$ cat src/rtl/mips_muldiv_pkg.sv
// Shared definitions for the MIPS HI/LO multiply/divide unit:
// operation encodings, sequencer states, iteration count, helpers.
package mips_muldiv_pkg;

    localparam int N_ITER = 32;

    typedef enum logic [1:0] {
        OP_MULT  = 2'b00,
        OP_MULTU = 2'b01,
        OP_DIV   = 2'b10,
        OP_DIVU  = 2'b11
    } op_e;

    typedef enum logic [1:0] {
        S_IDLE = 2'b00,
        S_ITER = 2'b01,
        S_FIX  = 2'b10,
        S_DONE = 2'b11
    } state_e;

    function automatic logic [31:0] abs32(input logic [31:0] v);
        return v[31] ? (32'h0 - v) : v;
    endfunction

endpackage

$ cat src/rtl/muldiv_step.sv
// One iteration of the 64-bit shift/add (multiply) or restoring
// shift/subtract (divide) datapath.
// Ports: div_mode selects divide; acc_i/acc_o current/next
// accumulator; opd_i multiplicand or divisor magnitude.
module muldiv_step
    import mips_muldiv_pkg::*;
(
    input  logic        div_mode,
    input  logic [63:0] acc_i,
    input  logic [31:0] opd_i,
    output logic [63:0] acc_o
);

    logic [32:0] sum;
    logic [32:0] rem_sh;
    logic [32:0] diff;

    always_comb begin
        // Multiply: acc = {partial product, remaining multiplier bits}.
        sum    = {1'b0, acc_i[63:32]}
               + {1'b0, (acc_i[0] ? opd_i : 32'h0)};
        // Divide: acc = {remainder, dividend/quotient bits}.
        // rem_sh is the remainder after shifting in the next bit.
        rem_sh = acc_i[63:31];
        diff   = rem_sh - {1'b0, opd_i};
        if (div_mode) begin
            if (!diff[32]) begin
                acc_o = {diff[31:0], acc_i[30:0], 1'b1};
            end else begin
                acc_o = {rem_sh[31:0], acc_i[30:0], 1'b0};
            end
        end else begin
            acc_o = {sum, acc_i[31:1]};
        end
    end

endmodule

$ cat src/rtl/mips_muldiv.sv
// MIPS multiply/divide unit with HI/LO registers, fixed 34-cycle latency.
// Ports: clk, reset (async high); start/op/a/b request; mthi/mtlo
// write a into HI/LO in idle; busy, done pulse, hi, lo outputs.
module mips_muldiv
    import mips_muldiv_pkg::*;
(
    input  logic        clk,
    input  logic        reset,
    input  logic        start,
    input  logic [1:0]  op,
    input  logic [31:0] a,
    input  logic [31:0] b,
    input  logic        mthi,
    input  logic        mtlo,
    output logic        busy,
    output logic        done,
    output logic [31:0] hi,
    output logic [31:0] lo
);

    localparam logic [4:0] LAST = 5'(N_ITER - 1);

    state_e      state_q, state_d;
    logic [4:0]  cnt_q, cnt_d;
    logic [63:0] acc_q, acc_d;
    logic [31:0] opd_q, opd_d;
    logic [31:0] a_q, a_d;
    op_e         op_q, op_d;
    logic        sa_q, sa_d;
    logic        sb_q, sb_d;
    logic        bz_q, bz_d;
    logic [31:0] hi_q, hi_d;
    logic [31:0] lo_q, lo_d;
    logic        done_q, done_d;

    logic [63:0] step_acc;
    logic        is_signed;
    logic [31:0] ma, mb;
    logic [31:0] q_fix, r_fix;

    muldiv_step u_step (
        .div_mode (op_q[1]),
        .acc_i    (acc_q),
        .opd_i    (opd_q),
        .acc_o    (step_acc)
    );

    always_comb begin
        state_d   = state_q;
        cnt_d     = cnt_q;
        acc_d     = acc_q;
        opd_d     = opd_q;
        a_d       = a_q;
        op_d      = op_q;
        sa_d      = sa_q;
        sb_d      = sb_q;
        bz_d      = bz_q;
        hi_d      = hi_q;
        lo_d      = lo_q;
        done_d    = 1'b0;
        q_fix     = acc_q[31:0];
        r_fix     = acc_q[63:32];
        is_signed = (op_e'(op) == OP_MULT) || (op_e'(op) == OP_DIV);
        ma        = is_signed ? abs32(a) : a;
        mb        = is_signed ? abs32(b) : b;

        unique case (state_q)
            S_IDLE: begin
                // The done cycle blocks both start and mthi/mtlo.
                if (!done_q) begin
                    if (start) begin
                        op_d    = op_e'(op);
                        a_d     = a;
                        sa_d    = is_signed & a[31];
                        sb_d    = is_signed & b[31];
                        bz_d    = (b == 32'h0);
                        cnt_d   = 5'd0;
                        state_d = S_ITER;
                        if (op[1]) begin
                            opd_d = mb;
                            acc_d = {32'h0, ma};
                        end else begin
                            opd_d = ma;
                            acc_d = {32'h0, mb};
                        end
                    end else begin
                        if (mthi) hi_d = a;
                        if (mtlo) lo_d = a;
                    end
                end
            end
            S_ITER: begin
                acc_d = step_acc;
                cnt_d = cnt_q + 5'd1;
                if (cnt_q == LAST) state_d = S_FIX;
            end
            S_FIX: begin
                state_d = S_DONE;
                if (!op_q[1]) begin
                    if (sa_q ^ sb_q) acc_d = 64'h0 - acc_q;
                end else if (bz_q) begin
                    acc_d = {a_q, 32'hFFFF_FFFF};
                end else begin
                    // Quotient truncates to zero; remainder follows dividend.
                    if (sa_q ^ sb_q) q_fix = 32'h0 - acc_q[31:0];
                    if (sa_q) r_fix = 32'h0 - acc_q[63:32];
                    acc_d = {r_fix, q_fix};
                end
            end
            S_DONE: begin
                hi_d    = acc_q[63:32];
                lo_d    = acc_q[31:0];
                done_d  = 1'b1;
                state_d = S_IDLE;
            end
            default: state_d = S_IDLE;
        endcase
    end

    always_ff @(posedge clk or posedge reset) begin
        if (reset) begin
            state_q <= S_IDLE;
            cnt_q   <= 5'd0;
            acc_q   <= 64'h0;
            opd_q   <= 32'h0;
            a_q     <= 32'h0;
            op_q    <= OP_MULT;
            sa_q    <= 1'b0;
            sb_q    <= 1'b0;
            bz_q    <= 1'b0;
            hi_q    <= 32'h0;
            lo_q    <= 32'h0;
            done_q  <= 1'b0;
        end else begin
            state_q <= state_d;
            cnt_q   <= cnt_d;
            acc_q   <= acc_d;
            opd_q   <= opd_d;
            a_q     <= a_d;
            op_q    <= op_d;
            sa_q    <= sa_d;
            sb_q    <= sb_d;
            bz_q    <= bz_d;
            hi_q    <= hi_d;
            lo_q    <= lo_d;
            done_q  <= done_d;
        end
    end

    assign busy = (state_q != S_IDLE);
    assign done = done_q;
    assign hi   = hi_q;
    assign lo   = lo_q;

endmodule

$ cat config.mk
export PLATFORM = sky130hd
export DESIGN_NAME = mips_muldiv
export DESIGN_NICKNAME = d
export VERILOG_FILES = /design/src/rtl/mips_muldiv_pkg.sv /design/src/rtl/muldiv_step.sv /design/src/rtl/mips_muldiv.sv
export SDC_FILE = /design/constraint.sdc
export NUM_CORES = 1
export LEC_CHECK = 0
export BUFFER_PORTS_ARGS = -buffer_cell sky130_fd_sc_hd__buf_2
export CORE_MARGIN = 5
export CORE_UTILIZATION = 55
export CTS_CLUSTER_DIAMETER = 120
export DETAILED_ROUTE_END_ITERATION = 8
export PLACE_DENSITY = 0.78
export SLEW_MARGIN = 20
export SYNTH_ARGS = -nofsm -noshare
export SYNTH_HDL_FRONTEND = slang
export SYNTH_SLANG_ARGS = --single-unit
$ cat constraint.sdc
create_clock -name clk -period 8.5 [get_ports clk]
set_input_delay 1.7 -clock clk [delete_from_list [all_inputs] [get_ports clk]]
set_output_delay 1.7 -clock clk [all_outputs]
set_load 0.05 [all_outputs]
# Word level (Yosys, flattened, before mapping)
# Index checks and enable logic that the tools add are counted.
# word_totals
ff_bits,205
input_bits,71
wordCells,87
# op_classes
add_sub_neg,8
n_eq_ne,14
mux,33
n_bitwise,4
n_reduce_logical,15
# ops
op,n
32-bit two-way mux,15
64-bit two-way mux,7
64-bit case mux with 3 select lines,1
32-bit case mux with 2 select lines,2
1-bit by 32-bit subtractor with 32-bit output (first input constant),4
1-bit by 64-bit subtractor with 64-bit output (first input constant),1
32-bit by 32-bit adder with 33-bit output,1
33-bit by 32-bit subtractor with 33-bit output,1
32-bit zero test,1
2-bit inequality test (second input constant),6
5-bit two-way mux,2
5-bit case mux with 2 select lines,1
5-bit AND reduction,2
3-bit AND reduction,3
2-bit case mux with 4 select lines,1
4-bit AND reduction,2
2-bit equality test (second input constant),3
2-bit two-way mux,3
3-bit inequality test (second input constant),2
2-bit nonzero test,3
5-bit by 1-bit adder with 5-bit output (second input constant),1
5-bit equality test (second input constant),1
2-bit zero test,2
4-bit inequality test (second input constant),1
other kinds (7),8

# Logic depth before layout (Yosys ltp)
# Gate-level depths: netlist of run 1.
# logic_depth
word_depth,7
depth_mapped,15
mapped_depth_nobuf,13

# Hierarchy
# From an unflattened synthesis of run 1, not the netlist that was laid out.
# unflattened
hier_cells,2347
hier_area_um2,18398.9
# by_module_without_submodules
module,instances,cells_each,area_each_um2,seq_area_each_um2
mips_muldiv,1,1684,13808.2,5104.9
muldiv_step,1,663,4590.7,0.0

# Worst setup path before layout of run 1
# OpenSTA, ideal clock, no wires.
# synth_path
path_type,input -> register
from,input b[6]
to,register opd_q[26]
setup_ns,0.121
t_arrival_ns,4.262
required_ns,8.379
setup_slack_ns,4.117
cell_stages,9
n_path_buf,0
cell_sequence,or4_4 > or4_4 > or4_4 > or3_4 > nor2_1 > nor2_1 > xor2_1 > or2_2 > a22o_1
# synth_between
elab_chain_cells,4
# synth_rtl
element,line,rtl
"start, declared",mips_muldiv.sv:12,"input logic [31:0] b,"
1-bit by 32-bit subtractor with 32-bit output,mips_muldiv_pkg.sv:22,return v[31] ? (32'h0 - v) : v;
32-bit two-way mux,mips_muldiv_pkg.sv:22,
32-bit two-way mux,mips_muldiv.sv:65,mb = is_signed ? abs32(b) : b;
32-bit two-way mux,mips_muldiv.sv:79,if (op[1]) begin
"end signal, assigned",mips_muldiv.sv:138,opd_q <= opd_d;
"end, declared",mips_muldiv.sv:26,"logic [31:0] opd_q, opd_d;"
# Every way passes these cells.
# A chain may end at the register's enable or synchronous reset.

# Worst setup path in the final report of run 1
# layout_path
from,input b[6]
to,register acc_q[31]
# layout_between
elab_chain_cells,7
# layout_rtl
element,line,rtl
1-bit by 32-bit subtractor with 32-bit output,mips_muldiv_pkg.sv:22,
32-bit two-way mux,mips_muldiv_pkg.sv:22,
32-bit two-way mux,mips_muldiv.sv:65,
32-bit two-way mux,mips_muldiv.sv:79,
64-bit two-way mux,mips_muldiv.sv:71,if (start) begin
64-bit two-way mux,mips_muldiv.sv:70,if (!done_q) begin
64-bit case mux with 3 select lines,mips_muldiv.sv:67,unique case (state_q)
"end signal, assigned",mips_muldiv.sv:124,acc_q <= 64'h0;
"end signal, assigned",mips_muldiv.sv:137,acc_q <= acc_d;
"end, declared",mips_muldiv.sv:25,"logic [63:0] acc_q, acc_d;"
# Every way passes these cells. The select of a mux whose other input is x is not followed.

==> flow_metrics.py, run 1 <==
metrics = {
    "status": {
        "status": "finished clean",
    },
    "worst_setup_path": {
        "critPathTopFamily": "simple AND/OR/NAND/NOR gates",
        "cpPeakStageDelay_ns": 0.56,
        "crit_path_top_delay_cell": "nor3_1",
        "crit_chain": "buf_2 > or4_4 > or4_4 > or4_4 > nor3_1 > a31oi_1 > nor2b_1 > o21ai_0 > a211oi_1",
        "worstPathRequired_ns": 8.93,
        "endpoint_kind": "register",
        "worstSetupStartpointType": "input pin",
        "cp_data_arrival_time_ns": 4.68,
        "worstPathMaxFanout": 5,
        "worstSetupPathType": "input pin to register",
        "cp_num_buf_inv": 1,
        "crit_top_cell": "or4_4",
    },
    "timing": {
        "hold_slack_ns": 0.4716,
        "fmax_mhz": 234.9,
        "fin_crit_sh_pct": 50.09,
        "finalSetupViolCount": 0,
        "hold_viol_final": 0,
        "slew_violations": 0,
        "fin_ws_ns": 4.242,
        "grt_setup_unrepaired": "no",
        "fin_worst_skew_ns": 0.03186,
        "tightest_slew_ns": 1.015,
        "max-slew-margin-rel_pct": 32.35,
        "fin_setup_tns_ns": 0,
        "timing.final.crit_period_ns": 4.258,
    },
    "placement": {
        "io_buffer_count": 136,
        "gp_congestion": 1.015,
        "dp_slack_ns": 3.731,
        "dp_hpwl_mm": 51.24,
    },
    "clocking": {
        "hold_buffers": 0,
        "clk_pin_slew_ns": 0.06,
        "clock-root-buffer": "clkbuf_16",
        "clk_path_buf_depth": 3,
        "post_cts_buffers": 0,
        "cts.sinks": 204,
        "ctsHtreeMaxLevel": 1,
        "clock_latency_ns": 0.55,
        "cts_tree": "built",
        "cts_buffers": 24,
        "cts_resized": 0,
    },
    "yosys": {
        "synth-edff-count": 0,
        "synth_area_leader_cell": "dfrtp_1",
        "ys_warn_count": 0,
        "synth_nets": 2411,
        "avgSynthCellArea_um2": 7.699,
        "yosysUniqueCellTypes": 83,
        "synth_compound_area_share_pct": 27.02,
        "synth_fa_ha_area_share_pct": 5.542,
        "synth_simple_gate_area_share_pct": 19.70,
        "synth_mux_area_share_pct": 5.491,
        "synthCells": 2264,
        "ys_ff_latch": 204,
        "async_reset_ff_share_pct": 100.0,
        "synth_top_family_by_area": "compound AO/OA/AOI/OAI gates",
        "ys.flop_type": "dfrtp_1",
        "ys_seq_area_share_pct": 29.29,
        "synthXorXnorAreaFrac_pct": 7.738,
        "syn_area_um2": 17430,
        "synth_area_leaders": "dfrtp_1 (29%), o21ai_0 (7.5%), a21oi_1 (7.2%), nand2_1 (5.7%), ha_1 (5.3%)",
        "yosys.area.top_type_share_pct": 29.29,
    },
    "power": {
        "power_w": 0.008251,
        "ir_drop_mv": 0.3077,
        "leakage_nw": 8.438,
        "power.density_nw_per_um2": 432.8,
    },
    "routing": {
        "drcViolationCount": 0,
        "antenna_left": 0,
        "avgRoutedWirePerCell_um": 24.74,
        "vias_per_cell": 6.682,
        "wl_mm": 66.93,
        "drt_first_pass_iters": 9,
        "initialDrtViolationCount": 2155,
        "vias": 18081,
    },
    "finish": {
        "fill_cells": 2909,
        "drive_above_1_share_pct": 13.16,
        "nets": 2433,
        "seqCellArea_um2": 5106,
        "area_growth_pct": 9.368,
        "multiInputGateArea_um2": 11470,
    },
    "worst_hold_path": {
        "hold_class": "register to register",
    },
    "grt": {
        "grt_max_degree": 132,
        "grt_pass1_vias": 16893,
        "grt_pass1_wl_mm": 101.1,
        "track_usage_pct": 36.28,
        "antenna_found_initial": 2,
        "grt.overflow.total": 0,
    },
    "floorplanning": {
        "coreArea_um2": 31390,
        "dieWidth_um": 188.0,
        "io-pin-count": 137,
        "start_util_pct": 55.52,
        "die_area_um2": 35350,
        "num_rows": 65,
        "die_h_um": 188.0,
    },
    "job": {
        "drv_cap": 0,
    },
}
==> synthesized netlist by cell type, types with 5 or more instances <==
cell type,n
o221ai_1,16
o31ai_1,23
nor2_1,195
xor2_1,63
or3_1,19
dfrtp_1,204
a211o_1,12
and3_1,9
nor4_1,19
nand4_1,15
or4_4,5
inv_1,68
a31oi_1,19
nor3_1,44
a22oi_1,7
nand3_1,42
a21oi_1,251
clkbuf_1,148
o21ai_0,262
mux2_2,61
ha_1,74
a22o_1,14
and2_1,14
buf_2,5
nand2b_1,17
buf_1,9
xnor2_1,91
a21o_1,32
o21a_1,11
a211oi_1,19
mux2i_1,27
o21ai_1,5
a221oi_1,14
o211ai_1,18
o41ai_1,13
a311oi_1,9
o21bai_1,9
nand2_1,263
or2_2,9
nor2b_1,50
==> state kept, by name, summed over array words and instances, names as in the netlist <==
signal,cells
done,1
state_q,2
op_q,1
lo,32
hi,32
sa_q,1
a_q,32
cnt_q,5
opd_q,32
bz_q,1
sb_q,1
acc_q,64
==> metrics by stage <==
stage / util (%) / instance area, um2 / std cells
6_report: 60.73 / 19060 / 2706
2_1_floorplan: - / 17430 / 2264
3_5_place_dp: 58.01 / 18210 / 2662
4_1_cts: 60.70 / 19050 / 2705
5_1_grt: 60.72 / 19060 / 2705
3_3_place_gp: 58.01 / 18210 / 2662
==> final timing paths <==
path / start / end / slack, ns / cells past startpoint
max: b[6] / acc_q[31]$_DFFE_PP0P_ / 4.24 / 9
min: hi[23]$_DFFE_PP0P_ / hi[23]$_DFFE_PP0P_ / 0.47 / 2
max reg2reg: acc_q[31]$_DFFE_PP0P_ / acc_q[54]$_DFFE_PP0P_ / 4.27 / 12
min reg2reg: hi[23]$_DFFE_PP0P_ / hi[23]$_DFFE_PP0P_ / 0.47 / 2
max in group asynchronous: reset / op_q[1]$_DFFE_PP0P_ / 5.45 / 3
min in group asynchronous: reset / hi[23]$_DFFE_PP0P_ / 1.38 / 2
==> logic make-up after synthesis <==
| family | after synthesis |
|---|---|
| muxes | 88 |
| adders and majority gates | 76 |
| AOI/OAI and AO/OA | 777 |
| and+or+nand+nor | 731 |
| xor gates and xnor gates | 154 |
| buffers and inverters | 234 |
| DFF | 204 |
==> power by group <==
group / leakage [nW] / internal [W] / switching [W] / total [W]
Sequential: 2.56 / 0.00141 / 0.000614 / 0.00202
Clock: 0.413 / 0.000677 / 0.000442 / 0.00112
Combinational: 5.46 / 0.00172 / 0.00339 / 0.00511
Total: 8.44 / 0.00381 / 0.00444 / 0.00825
==> cell usage in the layout, fill, tap and decap left out, types with 32 or more instances in the layout <==
cell type	synthesis	layout
nor2b_1	50	50
xor2_1	63	63
dfrtp_1	204	203
buf_2	5	136
mux2_2	61	61
o21ai_0	262	262
inv_1	68	66
xnor2_1	91	91
a21oi_1	251	249
a21o_1	32	32
nor2_1	195	195
nand3_1	42	42
nor3_1	44	44
ha_1	74	73
nand2_1	263	263
==> layout make-up <==
| class | count | area share (%) |
|---|---|---|
| Clock inverter | 11 | 0.9058 |
| Antenna cell | 1 | 0.01313 |
| Sequential cell | 204 | 26.79 |
| Timing Repair Buffer | 162 | 4.594 |
| Clock buffer | 32 | 3.518 |
| Inverter | 68 | 1.378 |
| Multi-Input combinational cell | 1826 | 60.17 |
| Tap cell | 402 | 2.638 |
==> routing by layer <==
metal | global-route usage [%] | vias to the layer above | routed length, um
met2 | 58.04 | 1090 | 30040
met3 | 8.358 | 201 | 7403
li1 | - | 8174 | -
met1 | 47.50 | 8616 | 25940
met5 | 0 | - | 0
met4 | 15.02 | 0 | 3555
==> worst register-to-register path: stages, from the launching register on <==
cell and delay, ns:
dfrtp_1 0.62, inv_1 0.17, ha_1 0.28, fa_1 0.43, nor2b_1 0.19, o31a_1 0.21
o21ai_0 0.18, a21oi_1 0.41, o2111a_1 0.24, a211o_1 0.10, buf_4 0.52, mux2_2 0.45
a221o_1 0.34
(Power assumes the default switching activity.)
==> run 2: changes to the inputs <==
--- a/config.mk
+++ b/config.mk
@@ -10,7 +10,7 @@
 export CORE_UTILIZATION = 55
 export CTS_CLUSTER_DIAMETER = 120
 export DETAILED_ROUTE_END_ITERATION = 8
-export PLACE_DENSITY = 0.78
+export PLACE_DENSITY = 0.81
 export SLEW_MARGIN = 20
 export SYNTH_ARGS = -nofsm -noshare
 export SYNTH_HDL_FRONTEND = slang
==> constraint.sdc (replaced) <==
create_clock -name clk -period 3.5 [get_ports clk]
set_input_delay 0.7 -clock clk [delete_from_list [all_inputs] [get_ports clk]]
set_output_delay 0.7 -clock clk [all_outputs]
set_load 0.05 [all_outputs]
==> flow_metrics.py, run 2 (same netlist as run 1, synthesis figures left out) <==
metrics = {
    "status": {
        "status": "finished clean",
    },
    "routing": {
        "drt_first_pass_iters": 6,
        "avgRoutedWirePerCell_um": 24.37,
        "drcViolationCount": 0,
        "vias": 18745,
        "vias_per_cell": 6.586,
        "antenna_left": 0,
        "initialDrtViolationCount": 2376,
        "wl_mm": 69.35,
    },
    "finish": {
        "nets": 2576,
        "layout_commonest_cell": "nand2_1",
        "drive_above_1_share_pct": 18.62,
        "fin_util_pct": 64.38,
        "final_area_um2": 20210,
        "final_cells": 2846,
        "antenna_cells": 0,
        "area_growth_pct": 15.96,
        "largest_reg_flops": 64,
        "fill_cells": 2779,
        "final_cell_mix": "nand2_1 (263), o21ai_0 (259), a21oi_1 (248), dfrtp_1 (203), nor2_1 (195)",
        "largest_register": "acc_q",
    },
    "floorplanning": {
        "die_h_um": 188.0,
        "die_area_um2": 35350,
        "dieWidth_um": 188.0,
        "io-pin-count": 137,
        "start_util_pct": 55.52,
        "num_rows": 65,
        "coreArea_um2": 31390,
    },
    "timing": {
        "max-slew-margin-rel_pct": 40.18,
        "fin_crit_sh_pct": 97.15,
        "slew_violations": 0,
        "fin_worst_skew_ns": 0.01492,
        "timing.final.crit_period_ns": 3.400,
        "tightest_slew_ns": 0.8954,
        "fin_ws_ns": 0.09958,
        "fmax_mhz": 294.1,
        "grt_setup_unrepaired": "no",
        "hold_viol_final": 0,
        "finalSetupViolCount": 0,
    },
    "placement": {
        "dp_slack_ns": -0.1542,
        "place_inst": 2805,
        "dp_hpwl_mm": 54.14,
        "placed_cell_area_um2": 19360,
        "gp_congestion": 1.018,
        "io_buffer_count": 136,
    },
    "clocking": {
        "clock_latency_ns": 0.54,
        "ctsHtreeMaxLevel": 1,
        "cts_tree": "built",
        "cts.sinks": 204,
        "cts_buffers": 23,
        "hold_buffers": 0,
        "clk_pin_slew_ns": 0.06,
        "clock-root-buffer": "clkbuf_16",
        "clk_path_buf_depth": 3,
    },
    "power": {
        "power.density_nw_per_um2": 1031,
        "power_w": 0.02083,
        "leakage_nw": 9.143,
        "ir_drop_mv": 1.595,
    },
    "worst_setup_path": {
        "worstPathMaxFanout": 5,
        "critPathLaunch": "acc_q[42]$_DFFE_PP0P_",
        "crit_end": "acc_q[63]$_DFFE_PP0P_",
        "crit_path_top_delay_cell": "or4b_1",
        "worstSetupStartpointType": "register",
        "worstPathRequired_ns": 3.90,
        "ff2ff_setup_slack_ns": 0.1,
        "endpoint_kind": "register",
        "reg2reg_depth": 8,
        "cpPeakStageDelay_ns": 0.60,
        "cp_data_arrival_time_ns": 3.80,
        "worstSetupPathType": "register to register",
        "reg2reg_from": "acc_q[42]$_DFFE_PP0P_",
        "crit_chain": "nor4_1 > nand4_1 > or4b_1 > or3_1 > or4_4 > a22o_1 > a22oi_1 > o21ai_1",
        "reg2reg_to": "acc_q[63]$_DFFE_PP0P_",
    },
    "grt": {
        "grt_pass1_wl_mm": 106.3,
        "grt_pass1_vias": 17887,
        "grt.overflow.total": 0,
        "track_usage_pct": 38.14,
        "antenna_found_initial": 0,
        "grt_max_degree": 89,
    },
    "job": {
        "drv_cap": 0,
    },
    "worst_hold_path": {
        "hold_class": "input pin to asynchronous set/reset pin",
    },
}
[run 2: cell count changes in the layout (fill, tap and decap cells not counted), moves of 3 or more]
cell     change
buf_12       +7
buf_4      +137
o21ai_1      +3
o21ai_0      -3
[run 2: metrics by stage]
step,hold WS [ns],setup TNS (ns)
after floorplan,0.4444,0
after global placement,0.4555,-0.8171
after detailed placement,0.4647,-1.445
after CTS,0.4201,0
after global routing,0.1630,0
final,0.1507,0
[run 2: layer usage]
metal,part of all wire [%],global-route usage (%)
met5,0,0
met4,5.7,16.69
met3,11,9.084
met2,43,58.47
met1,40,51.53
[run 2: worst min path at each step]
stage	start	end	slack, ns	cells after the start
3_5_place_dp	hi[27]$_DFFE_PP0P_	hi[27]$_DFFE_PP0P_	0.46	2
3_3_place_gp	hi[28]$_DFFE_PP0P_	hi[28]$_DFFE_PP0P_	0.46	2
2_1_floorplan	a_q[1]$_DFFE_PP0P_	a_q[1]$_DFFE_PP0P_	0.44	2
6_report	reset	lo[28]$_DFFE_PP0P_	0.15	2
4_1_cts	reset	lo[28]$_DFFE_PP0P_	0.42	2
5_1_grt	reset	opd_q[29]$_DFFE_PP0P_	0.16	2
[run 2: what timing repair did]
item,in CTS,in global routing
setup endpoints to repair,0,20
setup buffers,0,0
resized for setup,0,18
hold endpoints to repair,0,0
[run 2: power breakdown]
part	internal, W	switching [W]	leakage [nW]
combinational	0.00495	0.00886	6.20
sequential	0.00343	0.00102	2.56
clock	0.00153	0.00104	0.381
total	0.00991	0.0109	9.14
[run 2: layout make-up]
type                    instances  area (um2)  share of cell area, %
inverters                      68       259.0                  1.281
flip-flops and latches        204        5106                  25.26
repair buffers                306        2044                  10.12
well taps                     402       503.0                  2.489
clock inverters                 6       105.1                 0.5200
multi-input cells            1826       11530                  57.03
clock buffers                  34       666.9                  3.299
[run 2: critical path: cells and delay by family, from the launching register on]
kind            cells  cell delay (ns)
simple gates        5             2.30
compound gates      3             0.52
flops               1             0.45
